`config.mk`:
```
export PLATFORM = sky130hd
export DESIGN_NAME = ltl_nfa_monitor
export DESIGN_NICKNAME = d
export VERILOG_FILES = /design/src/rtl/ltl_mon_pkg.sv /design/src/rtl/ltl_mon_ste_cell.sv /design/src/rtl/ltl_nfa_monitor.sv
export SDC_FILE = /design/constraint.sdc
export NUM_CORES = 2
export LEC_CHECK = 0
export ABC_CLOCK_PERIOD_IN_PS = 2500
export BUFFER_PORTS_ARGS = -buffer_cell sky130_fd_sc_hd__buf_2
export CAP_MARGIN = 5
export CORE_MARGIN = 10
export CORE_UTILIZATION = 40
export CTS_CLUSTER_SIZE = 40
export DETAILED_ROUTE_END_ITERATION = 16
export GPL_TIMING_DRIVEN = 1
export PLACE_DENSITY = 0.55
export SLEW_MARGIN = 20
export SYNTH_ARGS = -nofsm -noshare
export SYNTH_HDL_FRONTEND = slang
export SYNTH_SLANG_ARGS = --single-unit
export TNS_END_PERCENT = 1
```
`constraint.sdc`:
```
create_clock -name clk -period 2.5 [get_ports clk]
set_input_delay 0.125 -clock clk [delete_from_list [all_inputs] [get_ports clk]]
set_output_delay 0.125 -clock clk [all_outputs]
set_load 0.005 [all_outputs]
```
`src/rtl/ltl_mon_pkg.sv`:
```
// ltl_mon_pkg: shared types and limits for the LTL NFA monitor
package ltl_mon_pkg;
  localparam int NUM_STE_MAX = 64;
  localparam int SYM_W_MAX = 32;
  typedef enum logic [1:0] {NONE = 2'd0, SOD = 2'd1, ALL = 2'd2} start_type_e;
  typedef struct packed {
    logic [SYM_W_MAX-1:0]   lo;
    logic [SYM_W_MAX-1:0]   hi;
    logic [NUM_STE_MAX-1:0] pred;
    start_type_e            start;
    logic                   report;
  } ste_cfg_t;
  typedef enum logic {IDLE = 1'b0, RUN = 1'b1} mon_state_e;
endpackage

```
`src/rtl/ltl_mon_ste_cell.sv`:
```
// ltl_mon_ste_cell: one state element with its config entry, interval match and active flop
module ltl_mon_ste_cell
  import ltl_mon_pkg::*;
(
  input  logic                   clk,
  input  logic                   reset,
  input  logic                   cfg_we,
  input  ste_cfg_t               cfg_in,
  input  logic                   clr,
  input  logic                   accept,
  input  logic                   first,
  input  logic [SYM_W_MAX-1:0]   sym,
  input  logic [NUM_STE_MAX-1:0] active_vec,
  output logic                   active,
  output logic                   report
);
  ste_cfg_t cfg;
  logic en;
  assign en = (cfg.start == SOD && first) || cfg.start == ALL || |(active_vec & cfg.pred);
  assign report = cfg.report;
  // config entry: cleared by reset so the element is unreachable until programmed
  always_ff @(posedge clk)
    if (reset) cfg <= '0;
    else if (cfg_we) cfg <= cfg_in;
  // active flop: advances only on an accepted symbol, cleared at trace boundaries
  always_ff @(posedge clk)
    if (reset || clr) active <= 1'b0;
    else if (accept) active <= en && sym >= cfg.lo && sym <= cfg.hi;
endmodule

```
`src/rtl/ltl_nfa_monitor.sv`:
```
// ltl_nfa_monitor: runtime-programmable NFA engine for LTL monitoring; LTL_MON_FIRST_REPORT_EN enables violation/first_idx capture
module ltl_nfa_monitor
  import ltl_mon_pkg::*;
#(
  parameter int NUM_STE = 16,
  parameter int SYM_W   = 8,
  parameter int IDX_W   = 16
) (
  input  logic                       clk,
  input  logic                       reset,
  input  logic                       cfg_we,
  input  logic [$clog2(NUM_STE)-1:0] cfg_idx,
  input  logic [SYM_W-1:0]           cfg_lo,
  input  logic [SYM_W-1:0]           cfg_hi,
  input  logic [NUM_STE-1:0]         cfg_pred,
  input  logic [1:0]                 cfg_start,
  input  logic                       cfg_report,
  output logic                       cfg_err,
  input  logic                       trace_start,
  input  logic                       trace_end,
  input  logic                       sym_valid,
  input  logic [SYM_W-1:0]           sym,
  output logic                       sym_ready,
  output logic [NUM_STE-1:0]         active,
  output logic                       report_valid,
  output logic [NUM_STE-1:0]         report_vec,
  output logic [IDX_W-1:0]           report_idx,
  output logic                       violation,
  output logic [IDX_W-1:0]           first_idx
);
  localparam int CW = $clog2(NUM_STE);
  mon_state_e state, state_nxt;
  logic [IDX_W-1:0] sym_idx;
  logic first, accept, start_go, clr;
  logic [NUM_STE-1:0] report_mask;
  logic [NUM_STE_MAX-1:0] active_ext;
  ste_cfg_t cfg_in;
  assign start_go = trace_start & ~trace_end;
  assign clr = trace_start | trace_end;
  assign sym_ready = state == RUN;
  // a symbol arriving with a trace boundary belongs to neither trace and is dropped
  assign accept = sym_valid & sym_ready & ~clr;
  assign active_ext = NUM_STE_MAX'(active);
  assign cfg_in = '{lo: SYM_W_MAX'(cfg_lo), hi: SYM_W_MAX'(cfg_hi), pred: NUM_STE_MAX'(cfg_pred),
                    start: start_type_e'(cfg_start), report: cfg_report};
  assign report_vec = active & report_mask;
  assign report_valid = |report_vec;
  // state register
  always_ff @(posedge clk)
    state <= reset ? IDLE : state_nxt;
  // next state: trace_end beats a simultaneous trace_start
  always_comb
    state_nxt = trace_end ? IDLE : trace_start ? RUN : state;
  // config writes are only legal while idle
  always_ff @(posedge clk)
    cfg_err <= !reset && cfg_we && state == RUN;
  // symbol index, first-symbol flag and index of the symbol behind the current report
  always_ff @(posedge clk)
    if (reset) begin
      sym_idx <= '0;
      first <= 1'b0;
      report_idx <= '0;
    end else if (start_go) begin
      sym_idx <= '0;
      first <= 1'b1;
    end else if (accept) begin
      report_idx <= sym_idx;
      first <= 1'b0;
      sym_idx <= &sym_idx ? sym_idx : sym_idx + 1'b1;
    end
  for (genvar i = 0; i < NUM_STE; i++) begin : g_ste
    ltl_mon_ste_cell u_cell (
      .clk        (clk),
      .reset      (reset),
      .cfg_we     (cfg_we && state == IDLE && cfg_idx == CW'(i)),
      .cfg_in     (cfg_in),
      .clr        (clr),
      .accept     (accept),
      .first      (first),
      .sym        (SYM_W_MAX'(sym)),
      .active_vec (active_ext),
      .active     (active[i]),
      .report     (report_mask[i])
    );
  end
`ifdef LTL_MON_FIRST_REPORT_EN
  // latch the first report of the trace and the index that caused it
  always_ff @(posedge clk)
    if (reset || start_go) begin
      violation <= 1'b0;
      first_idx <= '0;
    end else if (report_valid && !violation) begin
      violation <= 1'b1;
      first_idx <= report_idx;
    end
`else
  assign violation = 1'b0;
  assign first_idx = '0;
`endif
endmodule

```
==> summary.md <==
| Metric | Value |
|---|---|
| Combined area of the multi-input logic cells | approximately 15000 um2 |
| Clock latency on the worst-skew pair | approximately 0.6 ns |
| CTS Buffer Depth | 3 |
| Post-Synth Adder-Cell Area | between 10% and 20% |
| R2R Setup Slk | 0.47 ns |
| CTS tree | done |
| Sink Count | ~600 |
| Post-CTS setup buffer count | 0 |
| Pwr per Cell Area | between 600 and 700 nW/um2 |
| First-pass DRT Iterations | 8 |
| Final Hold Fails | 0 |
| Leading post-synthesis cells by cell area | dfxtp_1, nand2_1, a21oi_1 |
| IO Port Bufs | 103 |
| Syn Std Cell Area | 29800 um2 |
| Arrival @ worst endpoint | 2.30 ns |
| Die height | 293 um |
| Initial Util | 40.2% |
| Htree depth | 3 |
| Worst IR Drop VDD | 463 uV |
| HP Class | input pin to flop |
| First-pass GRT wire length | around 150000 um |
| Fin crit period | about 2.4 ns |
| Tot Pwr | roughly 21 mW |
| Vias/cell | 5.38 |
| Status | complete, no violations |
| Mapped Avg Cell Area | between 7 and 8 um2 |
| Clock Tree Root | clkbuf_16 |
| Simple-Gate Fraction of Synth Area | slightly above 20% |
| Max-slew violations | 0 |
| Worst Setup End Kind | output port |
| Share of cells above drive strength 1 | 8.35% |
| WS Path Type | flop to output port |
| Wire length per cell | approximately 21 um |
| Ys Warns | 0 |
| Setup_tns | 0 ns |
| Reg area | 12200 um2 |
| WP data required | 2.38 ns |
| Clock transition at path regs | 0.06 ns |
| FFs w/ async S/R, synth | 0% |
| Grt ovf | 0 |
| Initial DRC count | between 2k and 2.5k |
| Post-synthesis xor/xnor area fraction | less than 1% |
| Die W | 293 um |
| RSZ-0062 raised after global routing | no |
| GRT Total Usage | 23.1% |
| Multiplexer share of the synthesized area | 0.0672% |
| Die footprint | 85800 um2 |
| Ports | roughly 120 |
| Endpoints failing setup | 0 |
| Least-Margin Pin Slew | just under 0.9 ns |
| Ys flop type | dfxtp_1 |
| Fmax | 413 MHz |
| Max-cap viol count | 0 |
| DPL Wire Length | 63300 um |
| Sequential area share after synthesis | approximately 41% |
| LEAKAGE | 11.5 nW |
| Synth unique cells | 65 |
| Mapped Cells | just under 4k |
| Antenna Cells | 0 |
| Max FO, Critical Path | 5 |
| Yosys reg bits | approximately 610 |
| Filler instances | 7507 |
| Final ANT Viol Nets | 0 |
| Biggest area consumer among synthesized cells | dfxtp_1 |
| Fin crit share | 96.9% |
| Core area | roughly 74000 um2 |
| Post-synth top area share | around two fifths |
| FP Rows | 100 |
| Layout area overhead | 11.7% |
| Crit start category | flop |
| EDFF count, synth | 0 |
| Nets@finish | about 4.2k |
| Rel. slew slack | 42.3% |
| Routability cong. | 0.811 |
| Compound-gate portion of the synthesized area | a little under a fifth |
| Initial antenna violation count | 2 |
| Largest family of logic cells by synthesized area | simple AND/OR/NAND/NOR gates |
| Post-route DRC violation count | 0 |
| Hold_ws | 0.0290 ns |
| Vias in the first global route | 24.5k |
| CTS Buf Count | 69 |
| Drt total wl | 102000 um |
| Vias | 26.3k |
| Largest net degree at the start of global routing | 151 |
| Worst Clk Skew | between 0.015 and 0.02 ns |
==> layout by cell type (no fill, tap or decap), types with 17 or more instances in the layout <==
master     instances
a2111oi_0         27
a21oi_1          679
a221oi_1          34
a22o_1            32
a22oi_1           44
and2_1            20
buf_12            20
buf_2            102
buf_4             72
clkbuf_1          20
clkbuf_16         71
conb_1            17
dfxtp_1          607
ha_1             257
inv_1            263
nand2_1         1251
nand2b_1          23
nand4_1           56
nor2_1            24
o21ai_0           67
==> layout make-up <==
class                           instances  share of cell area [%]
Multi-Input combinational cell       2721                    45.5
Sequential cell                       611                    36.8
Inverter                              264                    2.98
Clock inverter                         13                   0.451
Timing Repair Buffer                  203                    4.65
Tap cell                              969                    3.64
Clock buffer                          102                    6.02
==> cells by family after synthesis <==
| logic type | after synthesis |
|---|---|
| mux | 2 |
| flops | 611 |
| fa+ha+maj | 257 |
| buf+inv | 586 |
| compound gates | 969 |
| xor+xnor | 12 |
| simple gates | 1464 |
| other cells | 1 |
==> metal layers <==
metal  wire (um)  vias to the layer above  track usage (%)
li1            -                    12900                -
met1       45900                    12500             31.4
met2       46400                      773             37.2
met3        7100                      151             3.89
met4        2510                        4             6.55
met5          32                        -                0
==> per-stage QoR <==
stage | cell area (um2) | cells | setup slack, ns | util (%)
2_1_floorplan | 29900 | 3918 | 0.269 | -
3_3_place_gp | 31000 | 4760 | 0.186 | 41.8
3_5_place_dp | 31000 | 4760 | 0.150 | 41.8
4_1_cts | 33300 | 4883 | 0.0222 | 44.8
5_1_grt | 33300 | 4883 | 0.0206 | 44.9
6_report | 33300 | 4883 | 0.0777 | 44.9
==> report_power, final <==
group	switching (mW)	leakage [nW]	internal, mW
Combinational	1.11	5.49	0.448
Sequential	0.0556	4.93	9.84
Clock	4.14	1.06	5.83
==> final timing paths <==
path                       startpoint  cells after the start                       end
max            g_ste[0].u_cell.active                      5              report_valid
min                         cfg_lo[1]                      3  g_ste[6].u_cell.cfg[100]
max reg2reg  g_ste[13].u_cell.cfg[99]                      6   g_ste[13].u_cell.active
min reg2reg   g_ste[10].u_cell.report                      2   g_ste[10].u_cell.report
==> cell usage after synthesis, types with 20 or more instances <==
master,number
nand2_1,1251
a21oi_1,679
dfxtp_1,611
inv_1,264
ha_1,257
clkbuf_1,188
buf_2,76
o21ai_0,67
nand4_1,56
a22oi_1,44
buf_4,41
a221oi_1,34
a22o_1,32
a2111oi_0,27
nor2_1,24
nand2b_1,23
and2_1,20
==> registers in the layout, summed over array words and instances (netlist names) <==
| register | cells |
|---|---|
| sym_idx | 16 |
| sym_ready | 1 |
| report_idx | 16 |
| first | 1 |
| g_ste.u_cell.report | 16 |
| cfg_err | 1 |
| g_ste.u_cell.active | 16 |
| g_ste.u_cell.cfg | 544 |
==> worst max-delay path, stage by stage (launching register included) <==
cell	delay, ns
dfxtp_1	0.45
and2_1	0.26
or4_4	0.45
nor4_2	0.17
nand4_1	0.19
buf_2	0.18
==> repair_timing <==
| item | CTS | global route |
|---|---|---|
| endpoints found under the setup margin | 0 | 1 |
| resized for setup | 0 | 6 |
| hold buffers | 8 | 0 |
| hold endpoints to repair | 53 | 0 |
No activity file was read; power rests on OpenSTA's default activity.
